**config.mk**
```make
export PLATFORM = sky130hd
export DESIGN_NAME = imm_ext_stage_flat
export DESIGN_NICKNAME = d
export VERILOG_FILES = /design/src/rtl/imm_ext_if.sv /design/src/rtl/imm_ext_stage.sv /design/src/flat_wrapper.sv
export SDC_FILE = /design/constraint.sdc
export NUM_CORES = 1
export LEC_CHECK = 0
export BUFFER_PORTS_ARGS = -buffer_cell sky130_fd_sc_hd__buf_2
export CORE_UTILIZATION = 45
export DETAILED_ROUTE_END_ITERATION = 10
export HOLD_SLACK_MARGIN = 0.06
export PLACE_DENSITY = 0.69
export SLEW_MARGIN = 20
export SYNTH_ARGS = -nofsm -noshare
export SYNTH_HDL_FRONTEND = slang
export SYNTH_SLANG_ARGS = --single-unit
```
**constraint.sdc**
```tcl
create_clock -name clk -period 6.3 [get_ports clk]
set_input_delay 0.315 -clock clk [delete_from_list [all_inputs] [get_ports clk]]
set_output_delay 0.315 -clock clk [all_outputs]
set_load 0.02 [all_outputs]
```
**src/rtl/imm_ext_if.sv**
```systemverilog
// Bundles the instruction-side and immediate-side handshake of imm_ext_stage.
// master is the producer/consumer environment and slave is the stage itself.
interface imm_ext_if #(
    parameter int XLEN  = 32,
    parameter int DEPTH = 4
);
    localparam int CW = $clog2(DEPTH + 1);

    logic            in_valid;
    logic            in_ready;
    logic [31:0]     instr;
    logic [2:0]      immsel;
    logic            out_valid;
    logic            out_ready;
    logic [XLEN-1:0] out_imm;
    logic            out_err;
    logic [CW-1:0]   count;
    logic [7:0]      err_cnt;
    logic            clr_err;

    modport master (
        output in_valid, instr, immsel, out_ready, clr_err,
        input  in_ready, out_valid, out_imm, out_err, count, err_cnt
    );

    modport slave (
        input  in_valid, instr, immsel, out_ready, clr_err,
        output in_ready, out_valid, out_imm, out_err, count, err_cnt
    );
endinterface

```
**src/rtl/imm_ext_stage.sv**
```systemverilog
// Immediate-extension stage: builds the RV32I/RV64I immediate for each accepted
// instruction and queues it, with an error flag, in a small circular FIFO.
module imm_ext_stage #(
    parameter int XLEN  = 32,
    parameter int DEPTH = 4
) (
    input logic        clk,
    input logic        rst_n,
    imm_ext_if.slave   bus
);
    localparam int PW = $clog2(DEPTH);
    localparam int CW = $clog2(DEPTH + 1);

    logic [PW-1:0]   rdPtr;
    logic [PW-1:0]   wrPtr;
    logic [CW-1:0]   countQ;
    logic [7:0]      errCnt;
    logic [XLEN-1:0] immMem [DEPTH];
    logic            errMem [DEPTH];

    logic [XLEN-1:0] immNext;
    logic            errNext;
    logic            full;
    logic            push;
    logic            pop;
    logic            unusedOpcode;

    assign unusedOpcode = ^bus.instr[6:0];

    // Signed casts widen with instr[31]; unsigned casts zero-fill.
    always_comb begin
        immNext = '0;
        errNext = 1'b0;
        case (bus.immsel)
            3'b000: immNext = XLEN'($signed(bus.instr[31:20]));
            3'b001: immNext = XLEN'($signed({bus.instr[31:25], bus.instr[11:7]}));
            3'b010: immNext = XLEN'($signed({bus.instr[31], bus.instr[7],
                                              bus.instr[30:25], bus.instr[11:8], 1'b0}));
            3'b011: immNext = XLEN'($signed({bus.instr[31], bus.instr[19:12],
                                              bus.instr[20], bus.instr[30:21], 1'b0}));
            3'b100: immNext = XLEN'($signed({bus.instr[31:12], 12'b0}));
            3'b101: immNext = (XLEN == 64) ? XLEN'(bus.instr[25:20]) : XLEN'(bus.instr[24:20]);
            3'b110: immNext = XLEN'(bus.instr[19:15]);
            default: begin
                immNext = '0;
                errNext = 1'b1;
            end
        endcase
    end

    assign full = (countQ == CW'(DEPTH));
    assign push = bus.in_valid && !full;
    assign pop  = (countQ != '0) && bus.out_ready;

    always_ff @(posedge clk or negedge rst_n) begin
        if (!rst_n) begin
            rdPtr  <= '0;
            wrPtr  <= '0;
            countQ <= '0;
            errCnt <= '0;
        end else begin
            if (push) wrPtr <= wrPtr + 1'b1;
            if (pop)  rdPtr <= rdPtr + 1'b1;
            case ({push, pop})
                2'b10:   countQ <= countQ + 1'b1;
                2'b01:   countQ <= countQ - 1'b1;
                default: countQ <= countQ;
            endcase
            if (bus.clr_err) begin
                errCnt <= '0;
            end else if (push && errNext && (errCnt != 8'hFF)) begin
                errCnt <= errCnt + 1'b1;
            end
        end
    end

    // Payload storage is deliberately left out of reset; only control is flushed.
    always_ff @(posedge clk) begin
        if (push) begin
            immMem[wrPtr] <= immNext;
            errMem[wrPtr] <= errNext;
        end
    end

    assign bus.in_ready  = !full;
    assign bus.out_valid = (countQ != '0);
    assign bus.out_imm   = immMem[rdPtr];
    assign bus.out_err   = errMem[rdPtr];
    assign bus.count     = countQ;
    assign bus.err_cnt   = errCnt;
endmodule

```
**src/flat_wrapper.sv**
```systemverilog
// flat-port wrapper written by rule: the top's interface ports become plain ports
module imm_ext_stage_flat 
#(
    parameter int XLEN  = 32,
    parameter int DEPTH = 4
)
  (clk, rst_n, bus_in_valid, bus_instr, bus_immsel, bus_out_ready, bus_clr_err, bus_in_ready, bus_out_valid, bus_out_imm, bus_out_err, bus_count, bus_err_cnt);
  imm_ext_if #(.XLEN(XLEN), .DEPTH(DEPTH)) bus_i ();
  input logic clk;
  input logic rst_n;
  input wire logic [$bits(bus_i.in_valid)-1:0] bus_in_valid;
  input wire logic [$bits(bus_i.instr)-1:0] bus_instr;
  input wire logic [$bits(bus_i.immsel)-1:0] bus_immsel;
  input wire logic [$bits(bus_i.out_ready)-1:0] bus_out_ready;
  input wire logic [$bits(bus_i.clr_err)-1:0] bus_clr_err;
  output wire logic [$bits(bus_i.in_ready)-1:0] bus_in_ready;
  output wire logic [$bits(bus_i.out_valid)-1:0] bus_out_valid;
  output wire logic [$bits(bus_i.out_imm)-1:0] bus_out_imm;
  output wire logic [$bits(bus_i.out_err)-1:0] bus_out_err;
  output wire logic [$bits(bus_i.count)-1:0] bus_count;
  output wire logic [$bits(bus_i.err_cnt)-1:0] bus_err_cnt;
  assign bus_i.in_valid = bus_in_valid;
  assign bus_i.instr = bus_instr;
  assign bus_i.immsel = bus_immsel;
  assign bus_i.out_ready = bus_out_ready;
  assign bus_i.clr_err = bus_clr_err;
  assign bus_in_ready = bus_i.in_ready;
  assign bus_out_valid = bus_i.out_valid;
  assign bus_out_imm = bus_i.out_imm;
  assign bus_out_err = bus_i.out_err;
  assign bus_count = bus_i.count;
  assign bus_err_cnt = bus_i.err_cnt;
  imm_ext_stage #(.XLEN(XLEN), .DEPTH(DEPTH)) u_core (.clk(clk), .rst_n(rst_n), .bus(bus_i));
endmodule
```
# Word-level counts from Yosys, hierarchy flattened
# Memories as Yosys holds them, arrays and structs flattened.
# Index checks and enable logic that the tools add are counted.
classes:
  n_eq_ne: 10
  n_mux: 7
  n_addsub: 5
  reduce_logical: 10
op_table:
  columns: ["op", "count"]
  rows:
  - ["$pmux 32 s7", 1]
  - ["$mux 8", 2]
  - ["$eq 3x3->1 const B", 4]
  - ["$add 8x1->8 const B", 1]
  - ["$ne 8x8->1 const B", 1]
  - ["$reduce_or 7->1", 1]
  - ["$eq 3x2->1 const B", 2]
  - ["$pmux 3 s2", 1]
  - ["$add 2x1->2 const B", 2]
  - ["$logic_and 1x1->1", 4]
  - ["$reduce_bool 2->1", 2]
  - ["$add 3x1->3 const B", 1]
  - ["$eq 3x1->1 const B", 1]
  - ["$logic_not 3->1", 1]
  - ["$mux 1", 3]
  - ["$reduce_bool 3->1", 1]
  - ["$sub 3x1->3 const B", 1]
  - ["$eq 2x1->1 const B", 1]
  - ["$eq 2x2->1 const B", 1]
  - ["$logic_not 1->1", 1]
word_totals:
  ram_bits: 132
  elab_cells: 38
  ff_bits: 15
  memories: 2
  input_bits: 40
memory_table:
  columns: ["memory", "depth", "width", "read_ports", "rd_clocked_by_memory_dff", "write_ports", "line", "text"]
  rows:
  - ["u_core.immMem", 4, 32, 1, 0, 1, "imm_ext_stage.sv:18", "logic [XLEN-1:0] immMem [DEPTH];"]
  - ["u_core.errMem", 4, 1, 1, 0, 1, "imm_ext_stage.sv:19", "logic errMem [DEPTH];"]

# Logic depth before layout (Yosys ltp)
# Gate-level depths: netlist (run 1).
depth:
  ltp_word: 7
  depth_mapped: 9

# Least setup slack after synthesis (run 1)
# No wires, ideal clock.
synth_path:
  path_kind: "reg2reg"
  startpoint: "reg u_core.countQ[0] (netlist: u_core.bus.count[0])"
  endpoint: "reg u_core.countQ[2] (netlist: u_core.bus.count[2])"
  t_arrival_ns: 2.109
  path_stages_with_launch: 10
  path_slack_ns: 4.112
  period_less_slack_ns: 2.188
  cell_sequence: "dfrtp_1 or3b_1 buf_4 nand2_1 ha_1 inv_1 fa_1 xor2_1 nor2_1 xor2_1"
synth_via:
  elab_chain_cells: 5
  elab_cells_between_ends: 11
  cone_classes: "add/sub (2); eq/ne (3); mux (1); reduce/logical (5)"
synth_lines:
  columns: ["element", "line", "text"]
  rows:
  - ["start: declaration", "imm_ext_stage.sv:16", "logic [CW-1:0] countQ;"]
  - ["start signal: assignment", "imm_ext_stage.sv:65", "2'b10: countQ <= countQ + 1'b1;"]
  - ["start signal: assignment", "imm_ext_stage.sv:66", "2'b01: countQ <= countQ - 1'b1;"]
  - ["start signal: assignment", "imm_ext_stage.sv:67", "default: countQ <= countQ;"]
  - ["$eq 3x3->1 *", "imm_ext_stage.sv:51", "assign full = (countQ == CW'(DEPTH));"]
  - ["$logic_not 1->1 *", null, null]
  - ["net bus_in_ready", "flat_wrapper.sv:16", "output wire logic [$bits(bus_i.in_ready)-1:0] bus_in_ready;"]
  - ["$logic_and 1x1->1 *", "imm_ext_stage.sv:52", "assign push = bus.in_valid && !full;"]
  - ["$eq 2x1->1 or $eq 2x2->1 (tied branches)", "imm_ext_stage.sv:64", "case ({push, pop})"]
  - ["$pmux 3 s2 or $reduce_bool 2->1 (tied branches)", null, null]
# The timed path passes the listed nets; every way through them passes the cells marked *.
# A chain may end at the register's enable or synchronous reset.

# Worst setup path after layout (run 1)
layout_path:
  startpoint: "reg u_core.rdPtr[0]"
  endpoint: "out bus_out_imm[21]"
layout_via:
  elab_chain_cells: 1
layout_lines:
  columns: ["element", "line", "text"]
  rows:
  - ["start: declaration", "imm_ext_stage.sv:14", "logic [PW-1:0] rdPtr;"]
  - ["start signal: assignment", "imm_ext_stage.sv:63", "if (pop) rdPtr <= rdPtr + 1'b1;"]
  - ["$mem_v2 4x32", null, null]
  - ["end: declaration", "flat_wrapper.sv:18", "output wire logic [$bits(bus_i.out_imm)-1:0] bus_out_imm;"]
# No other way between the ends.

==> key figures, run 1 <==
Yosys
  – Largest area contributor in the netlist: edfxtp_1
  – Share of the synthesized area in the top cell type: 64.3%
  – Most frequent cell after synthesis: edfxtp_1
  – Ys async rst share: 10.2%
  – Yosys reg bits: 147
  – Unique masters post-synth: 41
  – Post-Syn Area per Cell: 17.9 sq um
  – Synth warnings: 0
  – Post-synth EDFFs: 132
  – Top cells by area, synth: edfxtp_1 64%, mux4_2 12%, dfrtp_1 6.1%, a21oi_1 1.8%, a21o_1 1.3%
  – Syn Inst Count: 344
  – Ys flop type: edfxtp_1
  – Post-synthesis sequential area ratio: 70.4%
  – Most instantiated cells after synthesis: 132 x edfxtp_1, 33 x mux4_2, 22 x a21oi_1
  – Post-Syn Nets: 391
  – Mapped Area: 6160 sq um

Clock network
  – CTS tree: done
  – Cts repair resizes: 0
  – Clk buf depth: 2
  – CTS root buf: clkbuf_16
  – TritonCTS Buffers: 17
  – Number of H-tree levels: 4
  – Sink Count: 147
  – Cts hold-fix bufs: 1
  – Clk Latency, worst-skew pair: 0.42 ns
  – Clock transition at the registers of the reported paths: 0.05 ns
  – Post-CTS Repair Setup Buffers: 0

Placement
  – IO Port Bufs: 78
  – Final GP Congestion: 0.775
  – Post-DP HPWL: 7090 um

Setup path
  – Worst path top cell family by delay: buffers and inverters
  – Critical path buffers and inverters: 2
  – Crit path max fanout: 33
  – RR Startpoint: u_core.bus.count[0]
  – CP Class: register to output port
  – Worst-path cell chain: buf_4 > mux4_2 > buf_2
  – Kind of end point of the critical path: output port
  – WP data arrival: 2.17 ns
  – Worst path max stage delay: 0.62 ns
  – Critical path origin: u_core.rdPtr[0]
  – Startpoint types: register
  – Slowest stage cell, crit path: mux4_2
  – Critical path required time: 5.98 ns

Layout
  – FILL cells: 1,064
  – Fin nets: 473
  – Share of cells above drive strength 1: 34.6%
  – Layout area overhead: 17.9%

Global routing
  – Initial antenna violation count: 1
  – Met2 GRT Util: 26.9%
  – Global-route wire length before repair: 18,300 um
  – Global Route met3 Usage: 5.36%
  – Gr usage total: 17.9%
  – Grt ovf: 0
  – Vias in the first global route: 3,373
  – GR peak layer: met2
  – Largest net degree at the start of global routing: 34
  – Met1 usage: 23.7%

Route
  – Vias/cell: 5.50
  – Routed wire length: 11,600 um
  – Vias: 3,387
  – Final ANT Viol Nets: 0
  – Residual DRC: 0
  – DR pass1 iterations: 4
  – Routed wire per std cell: 18.8 um
  – Drt initial violations: 139

Floorplanning
  – Die width: 119 um
  – DIE AREA: 14,200 sq um
  – Area of the core: 13,300 sq um
  – # rows: 42
  – Initial Util: 46.4%
  – Top Ports: 86
  – Die span in y: 119 um

Power
  – Pwr Total: 3.30 mW
  – Power per standard cell area: 454 nW/um^2
  – Peak VDD IR: 0.258 mV
  – LEAKAGE: 2.68 nW

Worst hold path
  – Hold Path Class: input pin to register
  – Hold Path Origin: bus_clr_err

STA
  – Max Slew Vio Count: 0
  – Setup violators final: 0
  – Hold Fails Final Rpt: 0
  – Fmax: 402 MHz
  – Slew @ Worst Pin: 0.795 ns
  – Clock Skews: 0.00459 ns
  – RSZ-0062 raised after global routing: false
  – Max_slew headroom: 46.9%
  – Min Tclk post-route: 2.49 ns
  – Setup TNS: 0 ns
  – Period utilization: 39.4%

Run
  – Max_cap viols: 0

Outcome
  – Outcome: finished clean
==> path summary, 6_finish.rpt <==
check                                        end  slack (ns)  cells past startpoint
max in group asynchronous        u_core.rdPtr[0]        5.68                      2
min reg2reg                      u_core.rdPtr[1]        0.47                      1
max                              bus_out_imm[21]        3.81                      3
min in group asynchronous        u_core.wrPtr[1]        0.34                      2
min                        u_core.bus.err_cnt[5]        0.19                      2
max reg2reg                  u_core.bus.count[2]        4.05                      8
==> registers in the layout, summed over array words and instances (netlist names) <==
signal	cells
u_core.immMem	128
u_core.bus.err_cnt	8
u_core.wrPtr	2
u_core.bus.count	3
u_core.rdPtr	2
u_core.errMem	4
==> final cells by class <==
| class | instances | area, sq um | area share [%] |
|---|---|---|---|
| Antenna cell | 1 | 2.50 | 0.0344 |
| Clock buffer | 23 | 448 | 6.17 |
| Clock inverter | 9 | 87.6 | 1.21 |
| Inverter | 7 | 26.3 | 0.362 |
| Multi-Input combinational cell | 167 | 1690 | 23.2 |
| Sequential cell | 147 | 4340 | 59.7 |
| Tap cell | 176 | 220 | 3.03 |
| Timing Repair Buffer | 86 | 453 | 6.23 |
==> metal layers <==
layer  vias up  routed length, um  part of all wire, %
met4         0                226                  1.9
li1       1545                  -                    -
met1      1727               5150                   44
met5         -                  0                    0
met3        16                672                  5.8
met2        99               5550                   48
==> layout by cell type (no fill, tap or decap), types with 3 or more instances in the layout <==
master,count
nor2_1,5
clkbuf_16,17
nand3_1,4
mux2_2,4
a21oi_1,22
buf_2,78
ha_1,6
buf_4,7
mux4_2,33
dfrtp_1,14
mux2i_1,5
o21ai_0,9
xnor2_1,3
nand2_1,7
clkbuf_1,6
and2b_2,3
a22o_1,4
clkinv_1,6
and3_1,5
edfxtp_1,132
nor2b_1,10
inv_1,7
o22ai_1,8
a21o_1,11
xor2_1,3
==> per-stage QoR <==
step | hold slack (ns) | area, sq um | cells | util [%] | setup slack, ns
CTS | 0.171 | 7260 | 615 | 54.6 | 3.74
floorplan | 0.0194 | 6160 | 344 | - | 4.11
detailed placement | 0.238 | 6720 | 582 | 50.5 | 4.08
finish | 0.186 | 7260 | 616 | 54.6 | 3.81
global route | 0.191 | 7260 | 616 | 54.6 | 3.65
global placement | 0.235 | 6720 | 582 | 50.5 | 4.09
==> kinds of logic (layout without fill, tap and decap cells) <==
group           after synthesis  after routing  synth area share (%)
flops                       147            147                  70.4
buf+inv                      30            125                  2.23
other cells                   0              1                     0
xor+xnor                      6              6                 0.853
compound gates               61             61                  6.17
fa+ha+maj                     7              7                  1.54
simple gates                 51             51                  5.20
mux                          42             42                  13.6
==> report_power, final <==
group	total, mW	switching, mW	leakage, nW	internal [mW]
logic	1.03	0.619	1.00	0.414
registers	1.35	0.0558	1.42	1.29
clock network	0.916	0.344	0.258	0.572
Note: power is estimated with default switching activity, not from simulation.
==> run 2, diff against run 1 <==
--- a/config.mk
+++ b/config.mk
@@ -5,6 +5,7 @@
 export SDC_FILE = /design/constraint.sdc
 export NUM_CORES = 1
 export LEC_CHECK = 0
+export ABC_AREA = 1
 export BUFFER_PORTS_ARGS = -buffer_cell sky130_fd_sc_hd__buf_2
 export CORE_UTILIZATION = 45
 export DETAILED_ROUTE_END_ITERATION = 10
==> constraint.sdc (replaced) <==
create_clock -name clk -period 2.4 [get_ports clk]
set_input_delay 0.12 -clock clk [delete_from_list [all_inputs] [get_ports clk]]
set_output_delay 0.12 -clock clk [all_outputs]
set_load 0.02 [all_outputs]
==> run 2 against run 1 <==
Compared with the run above:
- synthesized cell count increased by 54%
- sequential power grew to 2.6 times the previous value
- synthesized area is 0.28% higher
- hold slack got worse by 0.12 ns
- clock skew increased by 0.0017 ns
- first-iteration DRC count up 150%
- die area up 0.29%
- clock power rose to 2.9 times the previous value
- via count rose by 27%
- combinational power rose to 3.2 times the previous value
- global-route usage is 2.3 points higher
==> key figures, run 2 <==
Setup path
  – Critical path required time: 2.70 ns (-3.28 ns)
  – Crit path max fanout: 5 (-85%)
  – CP Class: register to register
  – R2r endpoint: u_core.bus.count[2]
  – RR Startpoint: u_core.bus.count[1]
  – WP data arrival: 2.47 ns (+0.30 ns)
  – Startpoint types: register
  – Worst R2R Setup Slack: 0.23 ns (-3.82 ns)
  – FF-to-FF path depth: 9 (+1)
  – Kind of end point of the critical path: register

STA
  – Period utilization: 90.4%
  – Setup violators final: 0 (unchanged)
  – Final worst slack: 0.230 ns (-3.58 ns)
  – Clock Skews: 0.00628 ns (+0.00169 ns)
  – RSZ-0062 raised after global routing: false
  – Max Slew Vio Count: 0 (unchanged)
  – Slew @ Worst Pin: 0.668 ns (-0.127 ns)
  – Fmax: 461 MHz
  – Max_slew headroom: 55.5% (+8.6 points)
  – Hold Fails Final Rpt: 0 (unchanged)
  – Min Tclk post-route: 2.17 ns

Floorplanning
  – Initial Util: 46.5% (+0.13 points)
  – Die span in y: 119 um (+0.14%)
  – Die width: 119 um (+0.14%)
  – # rows: 42 (unchanged)
  – DIE AREA: 14,200 sq um (+0.29%)
  – Top Ports: 86 (unchanged)
  – Area of the core: 13,300 sq um (unchanged)

Power
  – Peak VDD IR: 0.764 mV (+200%)
  – Sw Ratio: 37.1% (+6.2 points)
  – Internal Power: 5.99 mW (+160%)
  – Pwr Total: 9.52 mW (+190%)
  – Combinational share of power: 34.7% (+3.4 points)
  – Clock Power Share: 28.4% (+0.6 points)
  – Switch Pwr: 3.54 mW (+250%)
  – Power per standard cell area: 1260 nW/um^2 (+180%)
  – Part of the power in registers: 36.9% (-4.0 points)
  – LEAKAGE: 2.95 nW (+9.7%)

Layout
  – Post-layout instance count excluding filler cells: 810 (+31%)
  – Fin nets: 668 (+41%)
  – Final core utilization: 56.7% (+2.0 points)
  – Reg with most FFs: u_core.immMem
  – Largest register FFs: 128 (unchanged)
  – Layout area overhead: 21.9%
  – Antenna Cells: 0 (-1)
  – Share of cells above drive strength 1: 21.8% (-13 points)
  – Most frequent cells in the layout: 132 x edfxtp_1, 88 x nor2_1, 78 x buf_2, 77 x o21ai_0, 64 x nand2_1
  – FILL cells: 1,129 (+6.1%)
  – Seq. cell area: 4340 sq um (unchanged)
  – Commonest non-fill, non-tap cell in the layout: edfxtp_1
  – Multi-input logic area: 1620 sq um (-4.1%)

Clock network
  – Number of H-tree levels: 4 (unchanged)
  – Clk buf depth: 2 (unchanged)
  – Sink Count: 147 (unchanged)
  – TritonCTS Buffers: 17 (unchanged)
  – CTS tree: done
  – Clk Latency, worst-skew pair: 0.42 ns (about the same)
  – Post-CTS Repair Setup Buffers: 0 (unchanged)
  – CTS root buf: clkbuf_16
  – Clock transition at the registers of the reported paths: 0.06 ns (about the same)

Yosys
  – Post-synthesis sequential area ratio: 70.2% (-0.20 points)
  – Yosys reg bits: 147 (unchanged)
  – Ys async rst share: 10.2% (unchanged)
  – Most frequent cell after synthesis: edfxtp_1
  – Largest area contributor in the netlist: edfxtp_1
  – Post-synth EDFFs: 132 (unchanged)
  – Share of the synthesized area in the top cell type: 64.1% (-0.18 points)
  – Post-Syn Area per Cell: 11.7 sq um (-35%)
  – Most instantiated cells after synthesis: 132 x edfxtp_1, 92 x nor2_1, 77 x o21ai_0
  – Synth warnings: 0 (unchanged)
  – Ys flop type: edfxtp_1
  – Post-Syn Nets: 577 (+48%)
  – Top cells by area, synth: edfxtp_1 64%, o21ai_0 6.2%, dfrtp_1 6.1%, nor2_1 5.6%, nand2_1 3.9%
  – Syn Inst Count: 530 (+54%)
  – Mapped Area: 6180 sq um (+0.28%)
  – Unique masters post-synth: 28 (-32%)

Placement
  – IO Port Bufs: 78 (unchanged)
  – Final GP Congestion: 0.822 (+6.0%)
  – Dpl ws: 0.255 ns (-3.82 ns)
  – Post-DP HPWL: 8170 um (+15%)
  – # placed instances: 772 (+33%)

Outcome
  – Outcome: finished clean

Worst hold path
  – Hold Path Origin: bus_out_ready
  – Hold path depth: 5 (+3)
  – Hold Path Class: input pin to register
  – Worst Hold Path EP: u_core.rdPtr[0]

Route
  – Drt initial violations: 346 (+150%)
  – Final ANT Viol Nets: 0 (unchanged)
  – DR pass1 iterations: 5 (+1)
  – Vias: 4,309 (+27%)
  – Routed wire length: 13,400 um (+15%)
  – Vias/cell: 5.32 (-3.2%)
  – Residual DRC: 0 (unchanged)
  – Routed wire per std cell: 16.5 um (-12%)

Global routing
  – Largest net degree at the start of global routing: 68 (+100%)
  – Global-route wire length before repair: 21,300 um (+17%)
  – Vias in the first global route: 4,269 (+27%)
  – Initial antenna violation count: 0 (-1)
  – Grt ovf: 0 (unchanged)
  – Gr usage total: 20.2% (+2.3 points)

Run
  – Max_cap viols: 0 (unchanged)
run 2: kinds of logic after synthesis:
| kind of cell | share of synthesized area [%] |
|---|---|
| buffers and inverters | 3.79 |
| xor gates and xnor gates | 0.992 |
| and+or+nand+nor | 12.9 |
| adders and majority gates | 1.54 |
| DFF | 70.2 |
| AOI/OAI and AO/OA | 10.6 |
run 2: worst max-delay path by stage:
| stage | start | to | slack, ns | depth (start not counted) |
|---|---|---|---|---|
| final | u_core.bus.count[1] | u_core.bus.count[2] | 0.23 | 9 |
| after global placement | u_core.bus.count[1] | u_core.bus.count[2] | 0.29 | 9 |
| after CTS | u_core.rdPtr[0] | bus_out_imm[0] | 0.23 | 4 |
| after floorplan | u_core.bus.count[0] | u_core.errMem[0] | -0.43 | 4 |
| after global routing | u_core.bus.count[0] | u_core.bus.count[2] | 0.02 | 9 |
| after detailed placement | u_core.bus.count[1] | u_core.bus.count[2] | 0.26 | 9 |
run 2: power by group through the flow:
stage	Sequential, mW	Clock (mW)	Combinational, mW
3_3_place_gp	3.55	0	3.29
6_report	3.52	2.70	3.31
3_5_place_dp	3.57	0	3.34
4_1_cts	3.52	2.73	3.37
5_1_grt	3.56	2.84	3.65
2_1_floorplan	3.60	0	2.07
run 2: metrics by stage:
step	cell area [sq um]	setup TNS (ns)	hold slack, ns
floorplan	6180	-56.57	-0.176
global placement	6860	0	0.0439
detailed placement	6860	0	0.0501
CTS	7530	0	0.0608
global route	7530	0	0.0835
finish	7530	0	0.0693
run 2: routing by layer:
layer	share of wire [%]	up-vias	track usage (%)
li1	-	2064	-
met1	41	2075	24.6
met2	52	150	34.2
met3	6.5	20	5.75
met4	1.2	0	7.04
met5	0	-	0
run 2: repair_timing:
item,in CTS,in global routing
endpoints found under the hold margin,35,0
gates resized for setup,0,0
hold buffers,6,0
run 2: layout make-up:
type,count,share of cell area [%]
Sequential cell,147,57.6
Multi-Input combinational cell,324,21.5
Timing Repair Buffer,95,8.07
Clock buffer,17,5.65
Tap cell,176,2.92
Clock inverter,15,2.47
Inverter,36,1.79
run 2: critical path, cell delays in order, from the launching register on:
cell and delay, ns:
dfrtp_1 0.41, nor2_1 0.22, a21boi_2 0.15, inv_1 0.22, ha_1 0.19, inv_1 0.07, fa_1 0.38, a21oi_1 0.15
o21ai_0 0.11, xor2_1 0.15
==> run 3, diff against run 2 <==
--- a/config.mk
+++ b/config.mk
@@ -10,7 +10,7 @@
 export CORE_UTILIZATION = 45
 export DETAILED_ROUTE_END_ITERATION = 10
 export HOLD_SLACK_MARGIN = 0.06
-export PLACE_DENSITY = 0.69
+export PLACE_DENSITY_LB_ADDON = 0.2
 export SLEW_MARGIN = 20
 export SYNTH_ARGS = -nofsm -noshare
 export SYNTH_HDL_FRONTEND = slang
==> run 3 against run 2 <==
Compared with the run above:
- clock-buffer cell count increased by 1
- global-route usage increased by 0.99 points
- worst setup slack improved by 0.011 ns
- maximum frequency increased by 0.50%
- sequential cell count unchanged
- routed wire length increased by 3.0%
- register-to-register slack improved by 0.03 ns
- sequential share of layout area increased by 0.74 points
- clock skew decreased by 0.00097 ns
- power decreased by 3.0%
- via count decreased by 1.5%
- combinational power decreased by 1%
==> key figures, run 3 (synthesis gave the netlist of run 2 again) <==
Outcome
  – Outcome: finished clean

Route
  – Final ANT Viol Nets: 0 (unchanged)
  – Vias: 4,246 (-1.5%)
  – Vias/cell: 5.22 (-1.9%)
  – Drt initial violations: 344 (-0.58%)
  – Routed wire length: 13,800 um (+3.0%)
  – Residual DRC: 0 (unchanged)
  – DR pass1 iterations: 5 (unchanged)
  – Routed wire per std cell: 16.9 um (+2.5%)

STA
  – Min Hold Slack: 0.0755 ns (+0.00617 ns)
  – Hold Fails Final Rpt: 0 (unchanged)
  – Max_slew headroom: 56.2% (+0.69 points)
  – Min Tclk post-route: 2.16 ns (-0.0108 ns)
  – Period utilization: 90.0% (-0.45 points)
  – Clock Skews: 0.00531 ns (-0.000972 ns)
  – Setup violators final: 0 (unchanged)
  – Slew @ Worst Pin: 0.657 ns (-0.0104 ns)
  – Max Slew Vio Count: 0 (unchanged)
  – RSZ-0062 raised after global routing: false
  – Fmax: 463 MHz (+0.50%)

Floorplanning
  – # rows: 42 (unchanged)
  – Initial Util: 46.5% (unchanged)
  – DIE AREA: 14,200 sq um (unchanged)
  – Area of the core: 13,300 sq um (unchanged)
  – Top Ports: 86 (unchanged)
  – Die width: 119 um (unchanged)
  – Die span in y: 119 um (unchanged)

Power
  – Power per standard cell area: 1240 nW/um^2 (-1.7%)
  – LEAKAGE: 2.91 nW (-1.2%)
  – Pwr Total: 9.24 mW (-3.0%)
  – Peak VDD IR: 0.588 mV (-23%)

Setup path
  – Kind of end point of the critical path: output port
  – Worst path max stage delay: 0.53 ns (+0.12 ns)
  – Startpoint types: register
  – WP data arrival: 2.04 ns (-0.43 ns)
  – Critical path buffers and inverters: 2 (unchanged)
  – Worst path top cell family by delay: buffers and inverters
  – Worst-path cell chain: buf_4 > o21ai_0 > o22ai_1 > buf_2
  – Slowest stage cell, crit path: buf_4
  – Critical path required time: 2.28 ns (-0.42 ns)
  – CP Class: register to output port
  – Crit path max fanout: 67 (+62)

Clock network
  – Number of H-tree levels: 4 (unchanged)
  – Post-CTS Repair Setup Buffers: 0 (unchanged)
  – Cts repair resizes: 0 (unchanged)
  – Clk buf depth: 2 (unchanged)
  – Clk Latency, worst-skew pair: 0.42 ns (about the same)
  – TritonCTS Buffers: 17 (unchanged)
  – CTS root buf: clkbuf_16
  – CTS tree: done
  – Sink Count: 147 (unchanged)
  – Clock transition at the registers of the reported paths: 0.06 ns (about the same)

Global routing
  – Global-route wire length before repair: 22,300 um (+4.5%)
  – Largest net degree at the start of global routing: 68 (unchanged)
  – Initial antenna violation count: 0 (unchanged)
  – Grt ovf: 0 (unchanged)
  – Gr usage total: 21.2% (+0.99 points)
  – Vias in the first global route: 4,250 (-0.45%)

Layout
  – FILL cells: 1,138 (+0.80%)
  – Reg with most FFs: u_core.immMem
  – Layout area overhead: 20.3%
  – Largest register FFs: 128 (unchanged)
  – Share of cells above drive strength 1: 21.2% (-0.61 points)
  – Fin nets: 672 (+0.60%)
  – Most frequent cells in the layout: 132 x edfxtp_1, 88 x nor2_1, 78 x buf_2, 77 x o21ai_0, 64 x nand2_1
  – Multi-input logic area: 1620 sq um (unchanged)
  – Commonest non-fill, non-tap cell in the layout: edfxtp_1
  – Antenna Cells: 0 (unchanged)
  – Post-layout instance count excluding filler cells: 814 (+0.49%)
  – Seq. cell area: 4340 sq um (unchanged)

Placement
  – # placed instances: 776 (+0.52%)
  – Post-DP HPWL: 8790 um (+7.6%)
  – IO Port Bufs: 78 (unchanged)
  – Final GP Congestion: 0.774 (-5.8%)

Run
  – Max_cap viols: 0 (unchanged)

Worst hold path
  – Hold Path Class: input pin to register
-- run 3: cell count changes in the layout (fill, tap and decap cells not counted), sizes merged --
cell      change
inv           -9
clkbuf        +1
buf           +4
clkinv        +6
clkinvlp      +2
-- run 3: timing repair --
action / 4_1_cts / 5_1_grt
hold buffers: 6 / 0
setup endpoints to repair: 0 / 0
endpoints found under the hold margin: 34 / 0
-- run 3: path summary, 6_finish.rpt --
check | start | endpoint | slack [ns] | depth (start not counted)
hold / removal | bus_instr[15] | u_core.immMem[0][15] | 0.08 | 3
max in group asynchronous | rst_n | u_core.rdPtr[0] | 1.98 | 2
setup reg to reg | u_core.bus.count[1] | u_core.bus.count[2] | 0.26 | 9
min in group asynchronous | rst_n | u_core.bus.err_cnt[7] | 0.14 | 2
hold reg to reg | u_core.bus.count[0] | u_core.bus.count[0] | 0.52 | 1
setup / recovery | u_core.rdPtr[0] | bus_out_imm[23] | 0.24 | 4
-- run 3: per-stage QoR --
| stage | worst slack [ns] | instance area [sq um] | util [%] | TNS (ns) |
|---|---|---|---|---|
| 2_1_floorplan | -0.429 | 6180 | - | -56.57 |
| 3_3_place_gp | 0.275 | 6830 | 51.4 | 0 |
| 3_5_place_dp | 0.250 | 6830 | 51.4 | 0 |
| 4_1_cts | 0.194 | 7440 | 55.9 | 0 |
| 5_1_grt | 0.0483 | 7440 | 55.9 | 0 |
| 6_report | 0.241 | 7440 | 55.9 | 0 |
-- run 3: final cells by class --
| cell class | count | area share (%) |
|---|---|---|
| clock buffer | 18 | 5.77 |
| clock inverter | 14 | 1.61 |
| tap | 176 | 2.96 |
| inverter | 36 | 1.82 |
| timing repair buffer | 99 | 7.74 |
| sequential | 147 | 58.4 |
| multi-input combinational | 324 | 21.7 |
-- run 3: metal layers --
metal  global-route usage, %  up-vias  wire length (um)
li1                        -     2076                 -
met1                    28.1     2050              6150
met2                    33.4      100              6710
met3                    4.45       20               611
met4                    9.81        0               292
met5                       0        -                 0
-- run 3: where the power goes --
group	total (mW)	switching (mW)	internal, mW
Combinational	3.27	2.28	0.987
Sequential	3.51	0.136	3.38
Clock	2.46	0.962	1.50
-- run 3: worst min-delay path: cells and delay by family --
kind / cells / cell delay (ns)
and+or+nand+nor: 2 / 0.15
buffers and inverters: 1 / 0.10
